==> config.mk <==
export PLATFORM = sky130hd
export DESIGN_NAME = regfile_wb_arbiter
export DESIGN_NICKNAME = d
export VERILOG_FILES = /design/src/rtl/regfile_wb_arbiter_pkg.sv /design/src/rtl/regfile_wb_arbiter_rr_arbiter.sv /design/src/rtl/regfile_wb_arbiter.sv
export SDC_FILE = /design/constraint.sdc
export NUM_CORES = 1
export LEC_CHECK = 0
export CORE_ASPECT_RATIO = 1.1
export CORE_MARGIN = 2
export CORE_UTILIZATION = 40
export CTS_BUF_LIST = sky130_fd_sc_hd__clkbuf_16
export CTS_CLUSTER_DIAMETER = 100
export DETAILED_ROUTE_END_ITERATION = 6
export PLACE_DENSITY = 0.65
export SKIP_CTS_REPAIR_TIMING = 1
export SYNTH_ARGS = -nofsm -noshare
export SYNTH_HDL_FRONTEND = slang
export SYNTH_SLANG_ARGS = --single-unit
==> constraint.sdc <==
create_clock -name clk -period 4.9 [get_ports clk]
set_clock_uncertainty 0.15 [all_clocks]
set_input_delay 1.225 -clock clk [delete_from_list [all_inputs] [get_ports clk]]
set_output_delay 1.225 -clock clk [all_outputs]
set_load 0.02 [all_outputs]
==> src/rtl/regfile_wb_arbiter_pkg.sv <==
// Shared register-file constants and write-back types for the write-back arbiter.
// Latency: none (definitions only).
// Backpressure: n/a.
package regfile_wb_arbiter_pkg;

    localparam int REG_ADDR_W = 5;
    localparam int REG_DATA_W = 32;
    localparam int NUM_REGS   = 32;
    localparam logic [REG_ADDR_W-1:0] REG_ZERO = 5'd0;

    // One register-file write: destination plus data.
    typedef struct packed {
        logic [REG_ADDR_W-1:0] addr;
        logic [REG_DATA_W-1:0] data;
    } wb_req_t;

    // Round-robin successor of a requester index.
    function automatic int rr_next(input int idx, input int n);
        return (idx + 1 >= n) ? 0 : idx + 1;
    endfunction

endpackage

==> src/rtl/regfile_wb_arbiter_rr_arbiter.sv <==
// Round-robin grant selection: the first requesting index at or after ptr wins.
// Latency: purely combinational.
// Backpressure: grant is one-hot or zero; losers simply see no grant.
module rr_arbiter #(
    parameter int NREQ  = 3,
    parameter int PTR_W = 2
) (
    input  logic [NREQ-1:0]  req,
    input  logic [PTR_W-1:0] ptr,
    output logic [NREQ-1:0]  grant,
    output logic [PTR_W-1:0] grant_idx
);

    // Walk the requesters starting at ptr, wrapping, and keep the first hit.
    always_comb begin
        int   idx;
        logic found;
        grant     = '0;
        grant_idx = '0;
        found     = 1'b0;
        for (int k = 0; k < NREQ; k++) begin
            idx = (int'(ptr) + k) % NREQ;
            if (!found && req[idx]) begin
                found      = 1'b1;
                grant[idx] = 1'b1;
                grant_idx  = PTR_W'(idx);
            end
        end
    end

endmodule

==> src/rtl/regfile_wb_arbiter.sv <==
// Shares the register-file write port among NREQ write-back sources and tracks pending writes per register.
// Latency: accepted write appears on wb_* one cycle later; ready/busy/claim_ready are combinational.
// Backpressure: one requester accepted per cycle (round-robin); claims refused while a counter is saturated.
// Optional forwarding outputs q_fwd/q_fwd_data are enabled by REGFILE_WB_ARB_BYPASS_EN.
module regfile_wb_arbiter
    import regfile_wb_arbiter_pkg::*;
#(
    parameter int NREQ  = 3,
    parameter int CNT_W = 2
) (
    input  logic                         clk,
    input  logic                         rst,
    input  logic [NREQ-1:0]              req_valid,
    output logic [NREQ-1:0]              req_ready,
    input  logic [NREQ*REG_ADDR_W-1:0]   req_addr,
    input  logic [NREQ*REG_DATA_W-1:0]   req_data,
    input  logic                         claim_valid,
    input  logic [REG_ADDR_W-1:0]        claim_addr,
    output logic                         claim_ready,
    input  logic [REG_ADDR_W-1:0]        q_addr_a,
    input  logic [REG_ADDR_W-1:0]        q_addr_b,
    input  logic [REG_ADDR_W-1:0]        q_addr_c,
    output logic                         q_busy_a,
    output logic                         q_busy_b,
    output logic                         q_busy_c,
    output logic                         wb_we,
    output logic [REG_ADDR_W-1:0]        wb_addr,
    output logic [REG_DATA_W-1:0]        wb_din
`ifdef REGFILE_WB_ARB_BYPASS_EN
    ,
    output logic [2:0]                   q_fwd,
    output logic [3*REG_DATA_W-1:0]      q_fwd_data
`endif
);

    localparam int PTR_W = $clog2(NREQ);
    localparam logic [CNT_W-1:0] CNT_MAX = {CNT_W{1'b1}};

    logic [PTR_W-1:0]    ptr;
    logic [NREQ-1:0]     grant;
    logic [PTR_W-1:0]    grant_idx;
    wb_req_t             acc;
    logic                acc_vld;
    logic                retire_vld;
    logic                claim_fire;
    logic                underflow;
    logic [CNT_W-1:0]    cnt [NUM_REGS];
    logic [NUM_REGS-1:0] inc_vec;
    logic [NUM_REGS-1:0] dec_vec;
    logic [REG_ADDR_W-1:0] q_addr [3];
    logic [2:0]          hit_wb;
    logic [2:0]          cnt_nz;
    logic [2:0]          busy;

    rr_arbiter #(
        .NREQ  (NREQ),
        .PTR_W (PTR_W)
    ) u_rr (
        .req       (req_valid),
        .ptr       (ptr),
        .grant     (grant),
        .grant_idx (grant_idx)
    );

    // Nothing is accepted while reset is held, so no transfer can leak through it.
    assign req_ready = grant & {NREQ{rst}};
    assign acc_vld   = rst && (|grant);

    // Steer the granted requester's address and data onto the accept path.
    always_comb begin
        acc = '0;
        for (int i = 0; i < NREQ; i++) begin
            if (grant[i]) begin
                acc.addr = req_addr[i*REG_ADDR_W +: REG_ADDR_W];
                acc.data = req_data[i*REG_DATA_W +: REG_DATA_W];
            end
        end
    end

    // Writes to r0 are consumed but never reach the register file or the scoreboard.
    assign retire_vld = acc_vld && (acc.addr != REG_ZERO);

    // A saturated counter can still take a claim if a retire to the same register lands this cycle.
    assign claim_ready = (claim_addr == REG_ZERO)
                      || (cnt[claim_addr] != CNT_MAX)
                      || (retire_vld && (acc.addr == claim_addr));
    assign claim_fire  = claim_valid && claim_ready && (claim_addr != REG_ZERO);

    assign inc_vec = claim_fire ? (NUM_REGS'(1) << claim_addr) : '0;
    assign dec_vec = retire_vld ? (NUM_REGS'(1) << acc.addr)   : '0;

    // Retiring a register with nothing outstanding is a requester protocol violation.
    assign underflow = retire_vld && (cnt[acc.addr] == '0) && !inc_vec[acc.addr];

    // Registered write port plus round-robin pointer advance on every accepted transfer.
    always_ff @(posedge clk) begin
        if (!rst) begin
            wb_we   <= 1'b0;
            wb_addr <= '0;
            wb_din  <= '0;
            ptr     <= '0;
        end else begin
            wb_we <= retire_vld;
            if (acc_vld) begin
                wb_addr <= acc.addr;
                wb_din  <= acc.data;
                ptr     <= PTR_W'(rr_next(int'(grant_idx), NREQ));
            end
        end
    end

    // Per-register outstanding-write counters; simultaneous claim and retire cancel out.
    always_ff @(posedge clk) begin
        if (!rst) begin
            for (int r = 0; r < NUM_REGS; r++) begin
                cnt[r] <= '0;
            end
        end else begin
            cnt[0] <= '0;
            for (int r = 1; r < NUM_REGS; r++) begin
                if (inc_vec[r] && !dec_vec[r]) begin
                    cnt[r] <= cnt[r] + 1'b1;
                end else if (dec_vec[r] && !inc_vec[r] && (cnt[r] != '0)) begin
                    cnt[r] <= cnt[r] - 1'b1;
                end
            end
        end
    end

`ifndef SYNTHESIS
    // Catch a retire with no matching claim while simulating.
    always_ff @(posedge clk) begin
        if (rst) begin
            assert (!underflow);
        end
    end
`endif

    assign q_addr[0] = q_addr_a;
    assign q_addr[1] = q_addr_b;
    assign q_addr[2] = q_addr_c;

    // The write sitting on wb_* is not yet in the register file, so it still counts unless forwarded.
    always_comb begin
        for (int x = 0; x < 3; x++) begin
            hit_wb[x] = wb_we && (wb_addr == q_addr[x]) && (q_addr[x] != REG_ZERO);
            cnt_nz[x] = (q_addr[x] != REG_ZERO) && (cnt[q_addr[x]] != '0);
`ifdef REGFILE_WB_ARB_BYPASS_EN
            busy[x]   = cnt_nz[x];
`else
            busy[x]   = cnt_nz[x] || hit_wb[x];
`endif
        end
    end

    assign q_busy_a = busy[0];
    assign q_busy_b = busy[1];
    assign q_busy_c = busy[2];

`ifdef REGFILE_WB_ARB_BYPASS_EN
    // Forward the in-flight write data to any read port that matches it.
    always_comb begin
        q_fwd      = hit_wb;
        q_fwd_data = '0;
        for (int x = 0; x < 3; x++) begin
            if (hit_wb[x]) begin
                q_fwd_data[x*REG_DATA_W +: REG_DATA_W] = wb_din;
            end
        end
    end
`endif

endmodule

## After elaboration in Yosys (flattened, before gate mapping)

Memories as Yosys holds them, arrays and structs flattened.
Cells that the tools add are included.

- Register bits: 40
- RAM bits: 64
- Bits of input ports: 137
- Output and inout bits: 45
- Logic and storage cells: 686
- Memories kept: 1

Memory list:

| memory | words | bits a word | read ports | clocked after memory_dff | write ports | RTL line | RTL |
|---|---|---|---|---|---|---|---|
| cnt | 32 | 2 | 35 | 0 | 32 | regfile_wb_arbiter.sv:47 | `logic [CNT_W-1:0] cnt [NUM_REGS];` |

- $add $sub $neg: 65
- Div/mod/pow operators: 3
- $lt $le $gt $ge: 7
- Equal/unequal tests: 5
- Shift operators: 2
- Muxes and demuxes: 311
- Bitwise gates (word level): 66
- Reduce and logical (&&, ||, !) cells: 222

Operators by type and width:

| operator | count |
|---|---|
| $mux W1 | 230 |
| $mux W2 | 67 |
| $logic_and A1 B1 Y1 | 112 |
| $mux W37 | 3 |
| $ge A32 B1 Y1 const B | 3 |
| $lt A32 B4 Y1 const B | 3 |
| $reduce_bool A2 Y1 | 34 |
| $logic_not A1 Y1 | 64 |
| $mod A32 B3 Y32 const B | 2 |
| $mux W32 | 2 |
| $shl A1 B5 Y32 const A | 2 |
| $or A1 B1 Y1 | 63 |
| $add A2 B1 Y2 const B | 31 |
| $sub A2 B1 Y2 const B | 31 |
| $mod A3 B3 Y32 const B | 1 |
| $reduce_bool A5 Y1 | 5 |
| $eq A5 B5 Y1 | 4 |
| $mux W3 | 3 |
| $add A2 B1 Y3 const B | 2 |
| $bmux W1 S2 | 3 |
| $demux W1 S2 | 3 |
| $or A3 B3 Y3 | 2 |
| $logic_not A5 Y1 | 1 |
| $logic_or A1 B1 Y1 | 5 |
| 5 further kinds | 5 |

## Longest topological paths before layout

Gate-level depths: netlist of the first run.

- Depth after elaboration: 29
- Depth in mapped cells: 17
- Gate-level depth less buffers: 12

## Hierarchy

Synthesis of the first run repeated with hierarchy kept, for this count alone.

- Cell total of the unflattened synthesis: 1,045
- Area total of the unflattened synthesis: 8,640.8 µm²

Modules (own cells, without submodules):

| module | times used | cells each | area each (µm²) | sequential area each (µm²) |
|---|---|---|---|---|
| regfile_wb_arbiter | 1 | 993 | 8,308.0 | 2,662.6 |
| rr_arbiter | 1 | 52 | 332.8 | 0.0 |

## Worst setup path before layout of the first run

No wires, ideal clock.

- Path kind: input-to-output
- From: input port claim_addr[1]
- To: output port claim_ready
- Arrival time: 3.400 ns
- Required time: 3.525 ns
- Slack: 0.125 ns
- Stages: 11
- Path buffers: 3
- Cell sequence: clkbuf_1 > buf_1 > clkbuf_1 > mux2_2 > o21ai_0 > nor2_1 > a21oi_1 > nand2_1 > o211ai_1 > o21ai_0 > o31ai_1

- Cells in the longest elaborated chain, start to end: 4
- Elaborated cells between the ends (all ways): 7
- Those cells by class: 2 x eq/ne; 4 x reduce/logical; 1 x memory

Ends and longest elaborated chain:

| element | RTL line | RTL |
|---|---|---|
| from (decl) | regfile_wb_arbiter.sv:18 | `input logic [REG_ADDR_W-1:0] claim_addr,` |
| $mem_v2 Z32 W2 | n/a |  |
| $ne A2 B2 Y1 | regfile_wb_arbiter.sv:85 | `\|\| (cnt[claim_addr] != CNT_MAX)` |
| $logic_or A1 B1 Y1 | regfile_wb_arbiter.sv:85 |  |
| $logic_or A1 B1 Y1 * | regfile_wb_arbiter.sv:86 | `\|\| (retire_vld && (acc.addr == claim_addr));` |
| to (decl) | regfile_wb_arbiter.sv:19 | `output logic claim_ready,` |

Every way passes the cells marked *; elsewhere a longest branch is shown, timed or not.

## Worst setup path in the final report of the first run

- From: input port req_valid[1]
- To: output port claim_ready

- Cells in the longest elaborated chain, start to end: 17
- Elaborated cells between the ends (all ways): 30
- Those cells by class: 1 x eq/ne; 17 x mux; 2 x bitwise; 10 x reduce/logical

Ends and longest elaborated chain:

| element | RTL line | RTL |
|---|---|---|
| from (decl) | regfile_wb_arbiter.sv:13 | `input logic [NREQ-1:0] req_valid,` |
| $bmux W1 S2 | regfile_wb_arbiter_rr_arbiter.sv:23 | `if (!found && req[idx]) begin` |
| $mux W1 (implied by the code) (2 in a row) | regfile_wb_arbiter_rr_arbiter.sv:23 |  |
| $mux W1 | regfile_wb_arbiter_rr_arbiter.sv:23 |  |
| $logic_not A1 Y1 | regfile_wb_arbiter_rr_arbiter.sv:23 |  |
| $logic_and A1 B1 Y1 | regfile_wb_arbiter_rr_arbiter.sv:23 |  |
| $mux W1 | regfile_wb_arbiter_rr_arbiter.sv:23 |  |
| $logic_not A1 Y1 | regfile_wb_arbiter_rr_arbiter.sv:23 |  |
| $logic_and A1 B1 Y1 | regfile_wb_arbiter_rr_arbiter.sv:23 |  |
| $mux W3 * | regfile_wb_arbiter_rr_arbiter.sv:23 |  |
| $mux W37 (3 in a row) | regfile_wb_arbiter.sv:73 | `if (grant[i]) begin` |
| $reduce_bool A5 Y1 | regfile_wb_arbiter.sv:81 | `assign retire_vld = acc_vld && (acc.addr != REG_ZERO);` |
| $logic_and A1 B1 Y1 | regfile_wb_arbiter.sv:81 |  |
| $logic_and A1 B1 Y1 * | regfile_wb_arbiter.sv:86 |  |
| $logic_or A1 B1 Y1 * | regfile_wb_arbiter.sv:86 |  |

Every way passes the cells marked *; elsewhere a longest branch is shown, timed or not. The select of a mux whose other input is x is not followed.

==> run_results.csv, run 1 <==
group,metric,value,unit
run_status,status,"complete, but fails checks",
run_status,violations,"negative setup slack",
pwr,power.share.switching,44.8,%
routing,drt-pass1-iter-count,5,
layout,fin_area,12300,sq um
layout,stdcell_count,1610,
sta,slew-limit-headroom,58.0,%
critical_path,critPathLaunchType,"input port",
min_path,hold_path_depth,2,
place,portBuffers,181,
clocking,clk_latency,370,ps
logic_synthesis,synth_xor_area_share,4.95,%
min_path,min_to,"wb_din[24]",
job,drv_cap,0,
sta,holdWs,304,ps
routing,drtIter0Drc,780,
critical_path,critPathArrivalTime,3690,ps
logic_synthesis,synth-compound-area-share,27.2,%
logic_synthesis,ys_ff_latch,102,
logic_synthesis,async_reset_ff_share,0,%
logic_synthesis,syn_area_per_cell,8.52,sq um
clocking,path_clk_slew,70,ps
layout,fillers,1971,
global_route,overflow,0,
die,chipHeight,159,um
routing,ant_nets,0,
pwr,p_per_area,455,nW/um^2
min_path,min-delay-start,"wb_din[24]",
global_route,grt_pass1_vias,9154,
logic_synthesis,yosys.area_share.simple,22.2,%
logic_synthesis,ys_seq_area_share,30.6,%
die,coreArea,21300,sq um
logic_synthesis,synthMuxAreaShare,9.37,%
place,place.detailed.hpwl,24.0,mm
layout,drive_gt1_share,20.4,%
clocking,cts.path.max_buffers,2,
logic_synthesis,synth_edf_count,62,
die,floorplan.initialDensity,40.8,%
place,dp_cells,1592,
pwr,power,5.59,mW
clocking,cts-buffers-inserted,9,
die,die_area,22900,sq um
pwr,power_frac_seq,21.4,%
clocking,cts_tree,"done",
die,fp.dieW,145,um
critical_path,slowest_delay,530,ps
sta,setup_violations,1,
layout,antenna_cells,0,
global_route,grt_pass1_wl,47.9,mm
logic_synthesis,synth_top_family_by_area,"compound AO/OA/AOI/OAI gates",
sta,maxSlewViolCount,0,
global_route,grt_max_degree,42,
critical_path,crit_top_cell,"buf_4",
layout,multi_input_area,5680,sq um
clocking,clockRootBuffer,"clkbuf_16",
routing,routed_via_density,5.91,
clocking,cts.sinks,102,
critical_path,worstPathRequired,3520,ps
global_route,grt_use_total,26.9,%
sta,fmaxAchievable,197,MHz
critical_path,cp_slowest_cell,"clkdlybuf4s50_1",
sta,rsz0062_at_grt,"yes",
logic_synthesis,yosysUniqueCellTypes,94,
critical_path,endpoint_kind,"primary output",
pwr,combPwrFrac,65.3,%
layout,fin_nets,1457,
pwr,power_switching,2.50,mW
place,routabilityCongestion,0.971,
logic_synthesis,synth_area,8690,sq um
logic_synthesis,synth_fa_ha_area_share,0.720,%
min_path,hold_class,"flip-flop to flip-flop",
pwr,p_clk_share,13.3,%
place,dpl_cell_area,11900,sq um
routing,drc,0,
pwr,p_leak,4.52,nW
critical_path,r2r_end,"cnt[26][1]",
critical_path,worstPathCellList,"clkdlybuf4s50_1, buf_4, nand3b_1, buf_4, a211o_2, nand2_4, nor2_2, a311oi_2, nand3_2, o31ai_2, buf_2",
layout,area_growth,41.4,%
pwr,internal-power,3.09,mW
critical_path,critPathMaxFanout,8,
layout,post-route-util,57.7,%
sta,period_share,103,%
logic_synthesis,synth.net_count,1162,
global_route,antenna_found_initial,0,
critical_path,critPathKind,"input port to primary output",
logic_synthesis,synth_flop_cell,"edfxtp_1",
sta,period_minus_slack,5060,ps
sta,fin_ws,-164,ps
layout,regArea,2660,sq um
pwr,peakVddDrop,0.000307,V
sta,hold_viol,0,
die,rows,56,
routing,vias,9508,
critical_path,rr_startpoint,"ptr[0]",
die,io_pins,182,
sta,worst_pin_slew,628,ps
critical_path,reg2reg_slack,710,ps
logic_synthesis,postSynthCellCount,1020,
routing,wl,30.5,mm
clocking,ctsHtreeMaxLevel,3,
logic_synthesis,ys_warn_count,0,
routing,wl_per_cell,18.9,um
critical_path,rr_worst_depth,17,
-- through the flow --
step	setup TNS, ps	worst slack, ps
CTS	-1990	-884
global route	-273	-273
floorplan	0	125
detailed placement	-16290	-879
global placement	-8360	-776
finish	-164	-164
-- cell usage after synthesis (all sizes together), types with 4 or more instances --
cell     instances  area (sq um)
a211o            8          71.3
a211oi          21           158
a21oi           36           184
a221o           32           320
a311oi           6          58.8
a31oi           17           149
and2             8          52.6
and3             5          31.3
buf             22           158
clkbuf          52           206
dfxtp           40           801
edfxtp          62          1860
ha               5          62.6
inv             17          63.8
mux2             5          60.1
mux2i           21           214
mux4            24           541
nand2          102           390
nand2b           7          43.8
nand3           47           245
nand3b           7          52.6
nand4            7          58.8
nor2           113           445
nor2b            6          37.5
nor3            37           185
nor3b            4          35.0
nor4            12          81.3
o2111ai          6          52.6
o211ai          25           188
o21ai          110           551
o221ai           7          61.3
o22ai           15           100
o311a            4          40.0
o311ai          12           113
o31a             5          43.8
o31ai            8          65.1
or2              9          56.3
or3             12          80.1
or4              5          41.3
xnor2           19           185
xor2            28           245
-- final cells by class --
type                       instances  area share, %
timing repair buffer             358           26.2
inverter                          18          0.550
sequential                       102           21.7
tap                              290           2.95
clock buffer                       9           1.83
multi-input combinational        826           46.2
clock inverter                     7          0.621
-- layer usage --
| metal | global-route usage, % | up-vias | wire length [um] |
|---|---|---|---|
| met4 | 11.4 | 0 | 1140 |
| met5 | 0 | - | 0 |
| li1 | - | 4536 | - |
| met3 | 4.51 | 71 | 2270 |
| met1 | 34.0 | 4465 | 12700 |
| met2 | 45.4 | 436 | 14400 |
-- sequential cells by signal, indices dropped and copies added, names as in the netlist --
| register | count |
|---|---|
| wb_din | 32 |
| wb_addr | 5 |
| ptr | 2 |
| wb_we | 1 |
| cnt | 62 |
-- placed cells by master, fill, tap and decap left out, drive strengths merged, types with 15 or more instances in the layout --
| cell | synthesis | routed |
|---|---|---|
| mux4 | 24 | 24 |
| nor2 | 113 | 113 |
| a31oi | 17 | 17 |
| xor2 | 28 | 28 |
| edfxtp | 62 | 62 |
| nor3 | 37 | 37 |
| a21oi | 36 | 36 |
| xnor2 | 19 | 19 |
| dfxtp | 40 | 40 |
| o22ai | 15 | 15 |
| nand2 | 102 | 102 |
| o21ai | 110 | 110 |
| nand3 | 47 | 47 |
| mux2i | 21 | 21 |
| a221o | 32 | 32 |
| o211ai | 25 | 25 |
| clkdlybuf4s50 | 0 | 171 |
| inv | 17 | 21 |
| a211oi | 21 | 21 |
| buf | 22 | 179 |
-- cell families (layout without fill, tap and decap cells) --
logic type,count (synthesis),after routing
and+or+nand+nor,389,389
AOI/OAI and AO/OA,335,335
DFF,102,102
buffers and inverters,92,392
muxes,50,50
xor gates and xnor gates,47,47
adders and majority gates,5,5
-- worst max path at each step --
| stage | end | startpoint | slack (ps) |
|---|---|---|---|
| 5_1_grt | claim_ready | req_valid[1] | -270 |
| 6_report | claim_ready | req_valid[1] | -160 |
| 4_1_cts | claim_ready | req_valid[0] | -880 |
| 3_5_place_dp | claim_ready | req_valid[0] | -880 |
| 2_1_floorplan | claim_ready | claim_addr[1] | 120 |
| 3_3_place_gp | claim_ready | req_valid[0] | -780 |
-- power by group through the flow --
stage / combinational, mW / clock (mW) / sequential (mW)
finish: 3.65 / 0.745 / 1.20
global route: 3.93 / 0.786 / 1.21
CTS: 3.57 / 0.758 / 1.19
detailed placement: 3.56 / 0 / 1.21
global placement: 3.53 / 0 / 1.20
floorplan: 1.96 / 0 / 1.28
-- critical path, delay by kind of cell --
kind	cells	cell delay, ps
and+or+nand+nor	4	450
buffers and inverters	4	1040
AOI/OAI and AO/OA	3	970
(Power assumes the default switching activity.)
==> run 2: changes to the inputs <==
- GPL_TIMING_DRIVEN: not set -> 0
==> run_results.csv, run 2 (synthesis gave the netlist of run 1 again) <==
group,metric,value,unit
layout,layout_common_cells,"163 x clkdlybuf4s50_1, 108 x nor2_1, 107 x o21ai_0, 101 x nand2_1, 62 x edfxtp_1",
critical_path,endpoint_kind,"primary output",
die,floorplan.initialDensity,40.8,%
clocking,path_clk_slew,80,ps
global_route,antenna_found_initial,0,
clocking,clk_latency,370,ps
place,place.detailed.hpwl,24.6,mm
routing,drt-pass1-iter-count,5,
min_path,hold_path_depth,2,
sta,fmaxAchievable,199,MHz
die,io_pins,182,
sta,slew-limit-headroom,36.2,%
clocking,cts_tree,"done",
layout,antenna_cells,0,
pwr,p_per_area,456,nW/um^2
routing,ant_nets,0,
sta,period_minus_slack,5020,ps
place,portBuffers,172,
layout,regMostFlops,"cnt",
clocking,clockRootBuffer,"clkbuf_16",
pwr,peakVddDrop,0.000322,V
global_route,grt_pass1_wl,47.6,mm
layout,final_common_cell,"clkdlybuf4s50_1",
critical_path,critPathArrivalTime,3650,ps
layout,area_growth,30.5,%
layout,reg.largest.list,"cnt: 62 flops, wb_din: 32 flops, wb_addr: 5 flops",
global_route,overflow,0,
pwr,power,5.17,mW
critical_path,rr_worst_depth,15,
critical_path,worstPathRequired,3520,ps
layout,drive_gt1_share,11.8,%
sta,worst_pin_slew,957,ps
clocking,cts.sinks,102,
layout,fin_nets,1357,
critical_path,rr_startpoint,"ptr[0]",
sta,period_share,103,%
die,chipHeight,159,um
sta,holdWs,305,ps
pwr,p_leak,3.84,nW
run_status,status,"complete, but fails checks",
place,routabilityCongestion,1.00,
routing,vias,9191,
critical_path,critPathKind,"input port to primary output",
place,dpl_cell_area,10800,sq um
critical_path,critPathLaunchType,"input port",
routing,wl_per_cell,20.6,um
sta,fin_ws,-125,ps
sta,maxSlewViolCount,0,
global_route,grt_pass1_vias,8597,
global_route,grt_max_degree,20,
routing,drtIter0Drc,779,
die,die_area,22900,sq um
min_path,hold_class,"flip-flop to flip-flop",
routing,wl,31.2,mm
sta,rsz0062_at_grt,"yes",
clocking,ctsHtreeMaxLevel,3,
global_route,grt_use_total,27.3,%
critical_path,critPathMaxFanout,10,
min_path,min-delay-start,"wb_din[22]",
run_status,violations,"negative setup slack",
clocking,cts-buffers-inserted,9,
min_path,min_to,"wb_din[22]",
die,fp.dieW,145,um
sta,hold_viol,0,
clocking,cts.path.max_buffers,2,
die,rows,56,
sta,fin_tns_setup,-125,ps
layout,largest_register_ffs,62,
routing,drc,0,
sta,setup_violations,1,
job,drv_cap,0,
layout,fin_area,11300,sq um
critical_path,r2r_end,"cnt[6][0]",
routing,routed_via_density,6.09,
critical_path,reg2reg_slack,280,ps
die,coreArea,21300,sq um
-- run 2: cell count changes in the layout (fill, tap and decap cells not counted), moves of 5 or more --
cell,change
buf_2,+6
buf_6,+12
clkdlybuf4s50_1,-8
buf_12,-5
clkbuf_1,+41
buf_4,-154
clkbuf_2,+10
-- run 2: how the worst max path moves through the flow --
| stage | from | to | slack, ps | cells after the start |
|---|---|---|---|---|
| after floorplan | claim_addr[1] | claim_ready | 120 | 11 |
| after global placement | claim_addr[1] | claim_ready | -2060 | 14 |
| after detailed placement | claim_addr[1] | claim_ready | -2070 | 14 |
| after CTS | claim_addr[1] | claim_ready | -2070 | 14 |
| after global routing | claim_addr[0] | claim_ready | -210 | 12 |
| final | claim_addr[0] | claim_ready | -120 | 12 |
-- run 2: critical path: stages --
cell      delay [ps]
clkbuf_1         490
clkbuf_2         370
clkbuf_2         360
o211ai_1         210
o21ai_4          120
nor2_1            70
a21oi_2          160
nand2_1           70
o211ai_1         120
o21ai_1          120
o31ai_2          110
buf_4            210
-- run 2: routing by layer --
layer	wire, um	up-vias	GRT usage (%)
li1	-	4341	-
met1	12500	4329	34.1
met2	14800	461	45.4
met3	2760	60	5.71
met4	1170	0	12.1
met5	0	-	0
-- run 2: layout make-up --
cell class | count | area [sq um]
buffer | 74 | 430
clock buffer | 10 | 250
clock inverter | 6 | 60.1
fill | 2115 | 9950
inverter | 18 | 67.6
multi-input combinational | 826 | 5710
sequential | 102 | 2660
tap | 290 | 363
timing repair buffer | 184 | 1800
-- run 2: through the flow --
step / cells / setup slack (ps) / utilization, %
2_1_floorplan: 1020 / 125 / -
3_3_place_gp: 1482 / -2060 / 50.6
3_5_place_dp: 1482 / -2070 / 50.6
4_1_cts: 1498 / -2070 / 52.1
5_1_grt: 1510 / -209 / 53.3
6_report: 1510 / -125 / 53.3
-- run 2: power by group --
part | switching, mW | internal (mW) | total, mW
registers | 0.137 | 1.07 | 1.21
clock network | 0.386 | 0.390 | 0.776
logic | 1.93 | 1.25 | 3.19
total | 2.46 | 2.71 | 5.17
